[src/rtl/uart_tx_sched.sv]
// Shares the single UART write port between seed-pair, direction and keep-alive ping requesters.
// Frames 2-bit-opcode bytes: 00 dir, 01 seed x, 10 seed y, 11 ping; x and y are never split.
module uart_tx_sched #(
    parameter int unsigned PING_PERIOD = 1_000_000,
    parameter int unsigned CNT_W       = $clog2(PING_PERIOD + 1)
) (
    input  logic       clk,
    input  logic       rst,
    input  logic       seed_rdy,
    input  logic [5:0] seed_x_in,
    input  logic [5:0] seed_y_in,
    input  logic       send,
    input  logic [2:0] dir1,
    input  logic       tx_full,
    output logic       wr_uart,
    output logic [7:0] w_data,
    output logic       busy,
    output logic       dropped
);

    localparam int unsigned CW = (CNT_W < 1) ? 1 : CNT_W;
    localparam logic [CW-1:0] C_LAST = CW'((PING_PERIOD == 0) ? 0 : PING_PERIOD - 1);

    typedef enum logic {S_IDLE, S_SEED_Y} state_t;

    state_t        r_state, w_state_n;
    logic          r_send_prv;
    logic          r_seed_pend, r_dir_pend, r_ping_pend;
    logic [5:0]    r_seed_x, r_seed_y, r_y_cur;
    logic [2:0]    r_dir;
    logic [CW-1:0] r_cnt;
    logic          r_wr, r_busy, r_dropped;
    logic [7:0]    r_data;

    logic          w_send_rise, w_elig;
    logic          w_take_seed, w_take_dir, w_take_ping, w_ping_fire;
    logic          w_wr_n;
    logic [7:0]    w_data_n;
    logic [5:0]    w_y_cur_n;
    logic          w_seed_pend_n, w_dir_pend_n, w_ping_pend_n;
    logic [CW-1:0] w_cnt_n;
    logic          w_busy_n, w_dropped_n;

    always_ff @(posedge clk) begin
        if (rst) begin
            r_state <= S_IDLE;
        end else begin
            r_state <= w_state_n;
        end
    end

    always_comb begin
        w_state_n   = r_state;
        w_wr_n      = 1'b0;
        w_data_n    = r_data;
        w_y_cur_n   = r_y_cur;
        w_take_seed = 1'b0;
        w_take_dir  = 1'b0;
        w_take_ping = 1'b0;
        w_send_rise = send & ~r_send_prv;
        w_elig      = ~tx_full & ~r_wr;

        case (r_state)
            S_IDLE: begin
                if (w_elig) begin
                    if (r_seed_pend) begin
                        w_take_seed = 1'b1;
                        w_wr_n      = 1'b1;
                        w_data_n    = {2'b01, r_seed_x};
                        w_y_cur_n   = r_seed_y;
                        w_state_n   = S_SEED_Y;
                    end else if (r_dir_pend) begin
                        w_take_dir = 1'b1;
                        w_wr_n     = 1'b1;
                        w_data_n   = {5'b00000, r_dir};
                    end else if (r_ping_pend) begin
                        w_take_ping = 1'b1;
                        w_wr_n      = 1'b1;
                        w_data_n    = 8'hC0;
                    end
                end
            end
            S_SEED_Y: begin
                if (w_elig) begin
                    w_wr_n    = 1'b1;
                    w_data_n  = {2'b10, r_y_cur};
                    w_state_n = S_IDLE;
                end
            end
            default: w_state_n = S_IDLE;
        endcase

        // A capture in the same cycle as the write re-arms the flag with the new value.
        w_seed_pend_n = seed_rdy    | (r_seed_pend & ~w_take_seed);
        w_dir_pend_n  = w_send_rise | (r_dir_pend  & ~w_take_dir);

        w_ping_fire   = (PING_PERIOD != 0) && !r_ping_pend && (r_cnt == C_LAST);
        w_ping_pend_n = w_ping_fire | (r_ping_pend & ~w_take_ping);

        if (PING_PERIOD == 0 || r_wr || w_ping_fire) begin
            w_cnt_n = '0;
        end else if (r_ping_pend) begin
            w_cnt_n = r_cnt;
        end else begin
            w_cnt_n = r_cnt + CW'(1);
        end

        w_dropped_n = (seed_rdy    & r_seed_pend & ~w_take_seed)
                    | (w_send_rise & r_dir_pend  & ~w_take_dir);
        w_busy_n    = w_seed_pend_n | w_dir_pend_n | w_ping_pend_n
                    | (w_state_n == S_SEED_Y) | w_wr_n;
    end

    always_ff @(posedge clk) begin
        if (rst) begin
            r_send_prv  <= 1'b1;
            r_seed_pend <= 1'b0;
            r_dir_pend  <= 1'b0;
            r_ping_pend <= 1'b0;
            r_seed_x    <= '0;
            r_seed_y    <= '0;
            r_y_cur     <= '0;
            r_dir       <= '0;
            r_cnt       <= '0;
            r_wr        <= 1'b0;
            r_data      <= '0;
            r_busy      <= 1'b0;
            r_dropped   <= 1'b0;
        end else begin
            r_send_prv  <= send;
            r_seed_pend <= w_seed_pend_n;
            r_dir_pend  <= w_dir_pend_n;
            r_ping_pend <= w_ping_pend_n;
            if (seed_rdy) begin
                r_seed_x <= seed_x_in;
                r_seed_y <= seed_y_in;
            end
            if (w_send_rise) begin
                r_dir <= dir1;
            end
            r_y_cur     <= w_y_cur_n;
            r_cnt       <= w_cnt_n;
            r_wr        <= w_wr_n;
            r_data      <= w_data_n;
            r_busy      <= w_busy_n;
            r_dropped   <= w_dropped_n;
        end
    end

    assign wr_uart = r_wr;
    assign w_data  = r_data;
    assign busy    = r_busy;
    assign dropped = r_dropped;

endmodule

[config.mk]
export PLATFORM = sky130hd
export DESIGN_NAME = uart_tx_sched
export DESIGN_NICKNAME = d
export VERILOG_FILES = /design/src/rtl/uart_tx_sched.sv
export SDC_FILE = /design/constraint.sdc
export NUM_CORES = 1
export LEC_CHECK = 0
export ABC_CLOCK_PERIOD_IN_PS = 2100
export BUFFER_PORTS_ARGS = -buffer_cell sky130_fd_sc_hd__clkbuf_2
export CORE_MARGIN = 4
export CORE_UTILIZATION = 51
export DETAILED_ROUTE_END_ITERATION = 10
export GPL_TIMING_DRIVEN = 0
export PLACE_DENSITY = 0.8
export SYNTH_ARGS = -nofsm -noshare
export SYNTH_HDL_FRONTEND = slang
export SYNTH_SLANG_ARGS = --single-unit
[constraint.sdc]
create_clock -name clk -period 2.1 [get_ports clk]
set_clock_uncertainty 0.2 [all_clocks]
set_input_delay 0.315 -clock clk [delete_from_list [all_inputs] [get_ports clk]]
set_output_delay 0.315 -clock clk [all_outputs]
set_load 0.01 [all_outputs]
==> results of run 1 <==
==> layer usage <==
metal	vias up	global-route usage	share of wire
li1	1012	-	-
met1	942	0.218	0.43
met2	46	0.314	0.51
met3	6	0.0851	0.046
met4	0	0.0779	0.011
met5	-	0	0
==> layout by cell type, fill, tap and decap left out, drive strengths merged, types with 4 or more instances in the layout <==
cell type	n
or4	4
mux2i	22
a21oi	13
nand4	4
nor3	4
dfxtp	57
or3	8
nand2	18
nor2	58
clkbuf	52
inv	5
xnor2	9
buf	10
o21ai	11
xor2	4
==> sequential cells by signal, indices dropped and copies added, names as in the netlist <==
signal / flops
r_cnt: 20
w_data: 8
r_seed_x: 6
r_seed_y: 6
r_y_cur: 6
r_dir: 3
busy: 1
dropped: 1
r_dir_pend: 1
r_ping_pend: 1
r_seed_pend: 1
r_send_prv: 1
r_state: 1
wr_uart: 1
==> worst paths after layout <==
kind                                   start          end  slack (ps)
worst max-delay path             r_ping_pend    r_cnt[18]          60
worst min register to register     w_data[1]    w_data[1]         270
worst min-delay path            seed_y_in[2]  r_seed_y[2]          20
worst max register to register   r_ping_pend    r_cnt[18]          60
==> through the flow <==
stage | setup slack, ps | hold slack, ps | util | setup TNS [ps]
after floorplan | 114 | 222 | - | 0
after global placement | -28.5 | 260 | 0.582 | -28.5
after detailed placement | -10.9 | 259 | 0.582 | -10.9
after CTS | 10.8 | 1.91 | 0.629 | 0
after global routing | -52.2 | 8.21 | 0.638 | -83.4
final | 62.4 | 22.4 | 0.638 | 0
==> critical path: cells and delay by family (launching register included) <==
| family | cells | cell delay (ps) |
|---|---|---|
| buf+inv | 1 | 220 |
| simple gates | 3 | 1120 |
| compound gates | 1 | 140 |
| flops | 1 | 300 |
==> timing repair <==
action                     in CTS  in global routing
gates cloned                    0                  0
hold endpoints to repair        1                  0
resized for setup               2                  8
pin swaps                       1                  2
setup buffers                   1                  4
hold buffers                    1                  0
setup endpoints to repair       1                 20
==> power groups by stage <==
stage / sequential, µW / clock (µW) / combinational, µW
6_report: 1150 / 983 / 186
5_1_grt: 1150 / 1080 / 211
4_1_cts: 1150 / 1010 / 186
3_5_place_dp: 1170 / 0 / 183
3_3_place_gp: 1170 / 0 / 178
2_1_floorplan: 1170 / 0 / 119
==> cell type report <==
cell class	instances	area share
multi-input combinational	191	0.409
sequential	57	0.406
timing repair buffer	34	0.0662
clock buffer	13	0.0525
tap	52	0.0230
buffer	16	0.0225
clock inverter	3	0.0141
inverter	5	0.00662
==> kinds of logic after synthesis <==
group,after synthesis,synth area share
fa+ha+maj,1,0.00525
flops,57,0.479
mux,22,0.0925
compound gates,37,0.0972
simple gates,118,0.244
xor+xnor,13,0.0478
buf+inv,21,0.0336
==> parameters.txt, run 1 <==
Parameter                              Value

Timing
  Shortest clock period the worst path allows after layout ... 2040 ps
  Final period utilization ... 0.970
  Slew Limit Fails ... 0
  Final setup violation count ... 0
  Slew at the pin closest to its max-slew limit ... 693 ps
  Final Hold Viols ... 0
  Maximum achievable frequency ... about 500 MHz
  Slew Limit Headroom ... 0.538

Pwr
  Net Sw Frac ... 0.232
  Register share of total power ... 0.495
  Share of total power in the clock network ... 0.425
  Combinational share of power ... 0.080
  Internal power of the cells ... 1780 µW
  Power dissipated by switching net loads ... 537 µW
  Pwr/cell area ... just over 800 mW/mm²
  Leakage power figure ... 0.00110 µW
  Max VDD drop ... 0.454 mV
  Total power draw ... 2310 µW

Worst setup path
  Highest net fanout along the worst path ... 10
  Required time worst endpoint ... between 2000 and 2500 ps
  Element type at the critical path end ... flip-flop
  Worst R2R Path Depth ... 5
  Worst Path Class, Setup ... flip-flop to flip-flop
  CP arrival ... roughly 2100 ps
  Kind of start point of the critical path ... flip-flop
  Ordered list of cells on the worst path ... clkbuf_1 -> nand4b_1 -> or3_1 -> or3_1 -> a21oi_1
  CP most frequent cell ... or3_1
  Slowest stage cell, crit path ... or3_1
  Max stage delay on crit path ... 460 ps

Layout
  Ant diodes ... 0
  Net count of the finished layout ... 335
  Proportion of layout cells with a drive suffix above 1 ... 0.197
  Fill cell total of the finished layout ... 388
  Combined area of the multi-input logic cells ... 0.00116 mm²
  Area Growth Syn to Fin ... 19.0%
  Register Area ... between 0.001 and 0.0015 mm²
  Cell Count, Final, Fillers Out ... roughly 370
  Final cell area excluding filler cells ... 0.00283 mm²

Floorplanning
  Die Footprint ... 0.00583 mm²
  Initial Util ... 0.536
  I/O pin count ... 31
  Core area ... 0.00444 mm²
  Count of standard-cell rows ... 24
  Vert. Die Dim ... 76.3 µm
  Die boundary width ... 76.3 µm

GRT
  Initial antenna violation count ... 0
  Vias in the first global route ... 2013
  Congestion Overflow GR ... 0
  Total track usage ... 0.192
  Wire length of the first global-routing pass ... 8850 µm
  Largest net degree at the start of global routing ... 11

Logic synthesis
  Most area-hungry cell type in the Yosys netlist ... dfxtp_1
  Synthesized instance count ... ~270
  Yosys warns ... 0
  Synth Register Bits ... 57
  Synth top area share ... 0.479
  Most frequent cells after synthesis ... dfxtp_1 (57), nor2_1 (57), mux2i_1 (22), nand2_1 (18), a21oi_1 (12)
  Share of the yosys chip area belonging to registers ... 0.479
  Post-synth ARST share ... 0
  Post-synth EDFFs ... 0
  Post-Synthesis Net Count ... 290
  Count of unique library cells instantiated by Yosys ... 41
  Syn Area/Cell ... 8.85 µm²
  Cells taking the most area after synthesis ... dfxtp_1 (48%), mux2i_1 (9.2%), nor2_1 (9.0%)
  Ys flop type ... dfxtp_1
  Netlist area before placement ... between 0.002 and 0.0025 mm²

Route
  Final routed DRC violation total ... 0
  Antenna violation net count after detailed routing ... 0
  Drt initial violations ... 86
  Average wire length per cell after detail routing ... 13.7 µm
  Detailed-route via count ... 2006
  Total routed wirelength ... between 5000 and 6000 µm
  Number of iterations in the first detailed-routing pass ... 5
  Vias per cell ... roughly 5.4

Clocking
  H-tree levels ... 3
  CTS tree ... yes
  Clock buffer count from CTS ... 9
  Source-to-sink clock delay at the later pin of the worst-skew pair ... 330 ps
  Root buffer cell ... clkbuf_8
  Clk pin slew, worst setup/hold paths ... 60 ps
  Clock Sink Count ... 57
  Maximum buffer depth of the clock tree ... 2

Hold path
  WHS Path Cells ... 3
  Worst Hold Class ... input pin to flip-flop

Place
  Final HPWL DP ... 3530 µm
  Final estimated routing congestion in global placement ... 0.840
  Placed cell count ... 349
  Buffers on Ports ... 28
  Post-placement cell area ... 0.00259 mm²

Outcome
  Run status ... finished clean

Job
  Max-cap check violation count ... 0
(Power assumes the default switching activity.)
==> inputs of run 2 (changes only) <==
--- a/config.mk
+++ b/config.mk
@@ -7,11 +7,12 @@
 export LEC_CHECK = 0
 export ABC_CLOCK_PERIOD_IN_PS = 2100
 export BUFFER_PORTS_ARGS = -buffer_cell sky130_fd_sc_hd__clkbuf_2
-export CORE_MARGIN = 4
 export CORE_UTILIZATION = 51
+export CTS_BUF_LIST = sky130_fd_sc_hd__clkbuf_16
 export DETAILED_ROUTE_END_ITERATION = 10
 export GPL_TIMING_DRIVEN = 0
 export PLACE_DENSITY = 0.8
+export SLEW_MARGIN = 20
 export SYNTH_ARGS = -nofsm -noshare
 export SYNTH_HDL_FRONTEND = slang
 export SYNTH_SLANG_ARGS = --single-unit
==> run 2 against run 1 <==
Compared with the run above:
- wire length shrank 4.5%
- sequential power is essentially flat
- fmax shrank 0.23%
- sequential cell count is the same
- clock power grew 23%
- final area grew 1.9%
- combinational power is essentially flat
- non-clock buffer count shrank 2
- power grew 10%
- clock-buffer cell count shrank 4
- first-iteration DRC count grew 7.0%
- critical path type unchanged
- largest cell class unchanged
==> parameters.txt, run 2 (same netlist as run 1, synthesis figures left out) <==
Parameter                              Value

Outcome
  Run status ... finished clean

Clocking
  Clock buffer count from CTS ... 9 (unchanged)
  H-tree levels ... 3 (unchanged)
  Clock Sink Count ... 57 (unchanged)
  CTS tree ... yes
  Clk pin slew, worst setup/hold paths ... 50 ps (about the same)
  Maximum buffer depth of the clock tree ... 2 (unchanged)
  Source-to-sink clock delay at the later pin of the worst-skew pair ... 320 ps (about the same)
  Root buffer cell ... clkbuf_16

Timing
  Slew Limit Fails ... 0 (unchanged)
  Final Hold Viols ... 0 (unchanged)
  Final setup violation count ... 0 (unchanged)
  Final period utilization ... 0.972 (+0.00221)
  Shortest clock period the worst path allows after layout ... 2040 ps (+4.64 ps)
  Slew at the pin closest to its max-slew limit ... 706 ps (+12.2 ps)
  Setup repair after global routing missed its margin ... true
  Slew Limit Headroom ... 0.530 (-0.00815)
  Maximum achievable frequency ... 490 MHz (-0.23%)
  Worst hold margin ... 30.1 ps (+7.67 ps)

Route
  Final routed DRC violation total ... 0 (unchanged)
  Detailed-route via count ... 1980 (-1.3%)
  Number of iterations in the first detailed-routing pass ... 4 (-1)
  Vias per cell ... 5.37 (-0.76%)
  Total routed wirelength ... 4850 µm (-4.5%)
  Antenna violation net count after detailed routing ... 0 (unchanged)
  Drt initial violations ... 92 (+7.0%)
  Average wire length per cell after detail routing ... 13.1 µm (-4.0%)

Pwr
  Max VDD drop ... 0.779 mV (+72%)
  Net Sw Frac ... 0.226 (-0.00584)
  Register share of total power ... 0.451 (-0.044)
  Power dissipated by switching net loads ... 576 µW (+7.4%)
  Combinational share of power ... 0.073 (-0.007)
  Internal power of the cells ... 1970 µW (+11%)
  Leakage power figure ... 0.00114 µW (+3.1%)
  Total power draw ... 2550 µW (+10%)
  Share of total power in the clock network ... 0.476 (+0.051)
  Pwr/cell area ... 882 mW/mm² (+8.1%)

Worst setup path
  Slowest stage cell, crit path ... or4_1
  Launch point of the worst reg-to-reg path ... r_cnt[2]
  Worst Path Class, Setup ... flip-flop to flip-flop
  Element type at the critical path end ... flip-flop
  Max stage delay on crit path ... 500 ps (+40 ps)
  Worst path bufs/invs ... 1 (unchanged)
  CP arrival ... 2100 ps (about the same)
  Worst setup path start ... r_cnt[2]
  Top Family by Delay on Critical Path ... simple AND/OR/NAND/NOR gates
  Ordered list of cells on the worst path ... nand4b_1 -> or4_1 -> buf_2 -> or4_4 -> a21oi_2
  Required time worst endpoint ... 2160 ps (about the same)
  Highest net fanout along the worst path ... 8 (-2)
  Kind of start point of the critical path ... flip-flop

Hold path
  Worst Hold Class ... input pin to flip-flop
  Beginning of the worst hold path ... seed_y_in[2]

Floorplanning
  Core area ... 0.00441 mm² (-0.68%)
  Vert. Die Dim ... 70.3 µm (-7.9%)
  Initial Util ... 0.539 (+0.00364)
  Die boundary width ... 70.3 µm (-7.9%)
  Die Footprint ... 0.00495 mm² (-15%)
  Count of standard-cell rows ... 24 (unchanged)
  I/O pin count ... 31 (unchanged)

GRT
  Total track usage ... 0.209 (+0.0175)
  Wire length of the first global-routing pass ... 7940 µm (-10%)
  Initial antenna violation count ... 0 (unchanged)
  Congestion Overflow GR ... 0 (unchanged)
  Vias in the first global route ... 1810 (-10%)
  Largest net degree at the start of global routing ... 11 (unchanged)

Layout
  Fill cell total of the finished layout ... 378 (-2.6%)
  Ant diodes ... 0 (unchanged)
  Register Area ... 0.00115 mm² (+0.22%)
  Register with the most flip-flops ... r_cnt
  Area Growth Syn to Fin ... 21.3%
  Most frequent standard cell in the layout excluding fill and tap cells ... nor2_1
  Cell Count, Final, Fillers Out ... 369 (-0.54%)
  Largest register FFs ... 20 (unchanged)
  Most frequent cells in the layout ... nor2_1 (57), dfxtp_1 (50), clkbuf_2 (30)
  Combined area of the multi-input logic cells ... 0.00116 mm² (unchanged)
  Final cell area excluding filler cells ... 0.00289 mm² (+1.9%)
  Net count of the finished layout ... 333 (-0.60%)
  Proportion of layout cells with a drive suffix above 1 ... 0.199 (+0.00125)

Place
  Post-placement cell area ... 0.00259 mm² (unchanged)
  Final HPWL DP ... 3350 µm (-5.2%)
  Buffers on Ports ... 28 (unchanged)
  Final estimated routing congestion in global placement ... 0.801 (-4.5%)
  Placed cell count ... 349 (unchanged)

Job
  Max-cap check violation count ... 0 (unchanged)
-- run 2: area by class of cell --
class	count	share of cell area
Buffer	16	0.0225
Clock buffer	9	0.0780
Clock inverter	7	0.0104
Inverter	5	0.00650
Multi-Input combinational cell	191	0.401
Sequential cell	57	0.399
Tap cell	52	0.0225
Timing Repair Buffer	32	0.0598
-- run 2: final timing paths --
path,depth (start not counted),end,slack (ps)
max,5,r_cnt[19],60
min,3,r_seed_y[2],30
max reg2reg,5,r_cnt[19],60
min reg2reg,2,w_data[2],250
-- run 2: layer usage --
| metal | track usage | wire length [µm] | up-vias |
|---|---|---|---|
| li1 | - | - | 1010 |
| met1 | 0.236 | 2100 | 913 |
| met2 | 0.339 | 2460 | 47 |
| met3 | 0.0866 | 201 | 10 |
| met4 | 0.102 | 89 | 0 |
| met5 | 0 | 0 | - |
-- run 2: power by group through the flow --
stage | clock (µW) | combinational (µW) | sequential, µW
2_1_floorplan | 0 | 119 | 1170
3_3_place_gp | 0 | 179 | 1170
3_5_place_dp | 0 | 183 | 1170
4_1_cts | 1240 | 187 | 1150
5_1_grt | 1290 | 206 | 1150
6_report | 1210 | 186 | 1150
-- run 2: through the flow --
| step | utilization | setup TNS [ps] | setup slack [ps] |
|---|---|---|---|
| finish | 0.654 | 0 | 57.8 |
| global route | 0.654 | -36.0 | -36.0 |
| CTS | 0.648 | 0 | 9.54 |
| detailed placement | 0.586 | -29.0 | -23.1 |
| global placement | 0.586 | 0 | 3.54 |
| floorplan | - | 0 | 114 |
-- run 2: repair_timing --
| action | CTS | global route |
|---|---|---|
| pin swaps | 1 | 2 |
| setup endpoints to repair | 8 | 10 |
| endpoints found under the hold margin | 1 | 0 |
| gates resized for setup | 6 | 7 |
| buffers inserted | 0 | 3 |
| hold buffers | 1 | 0 |
-- run 2: worst register-to-register path, cell delays in order (launching register included) --
cell      delay, ps
dfxtp_2         350
nand4b_1        190
or4_1           510
buf_2           170
or4_4           420
a21oi_2         150
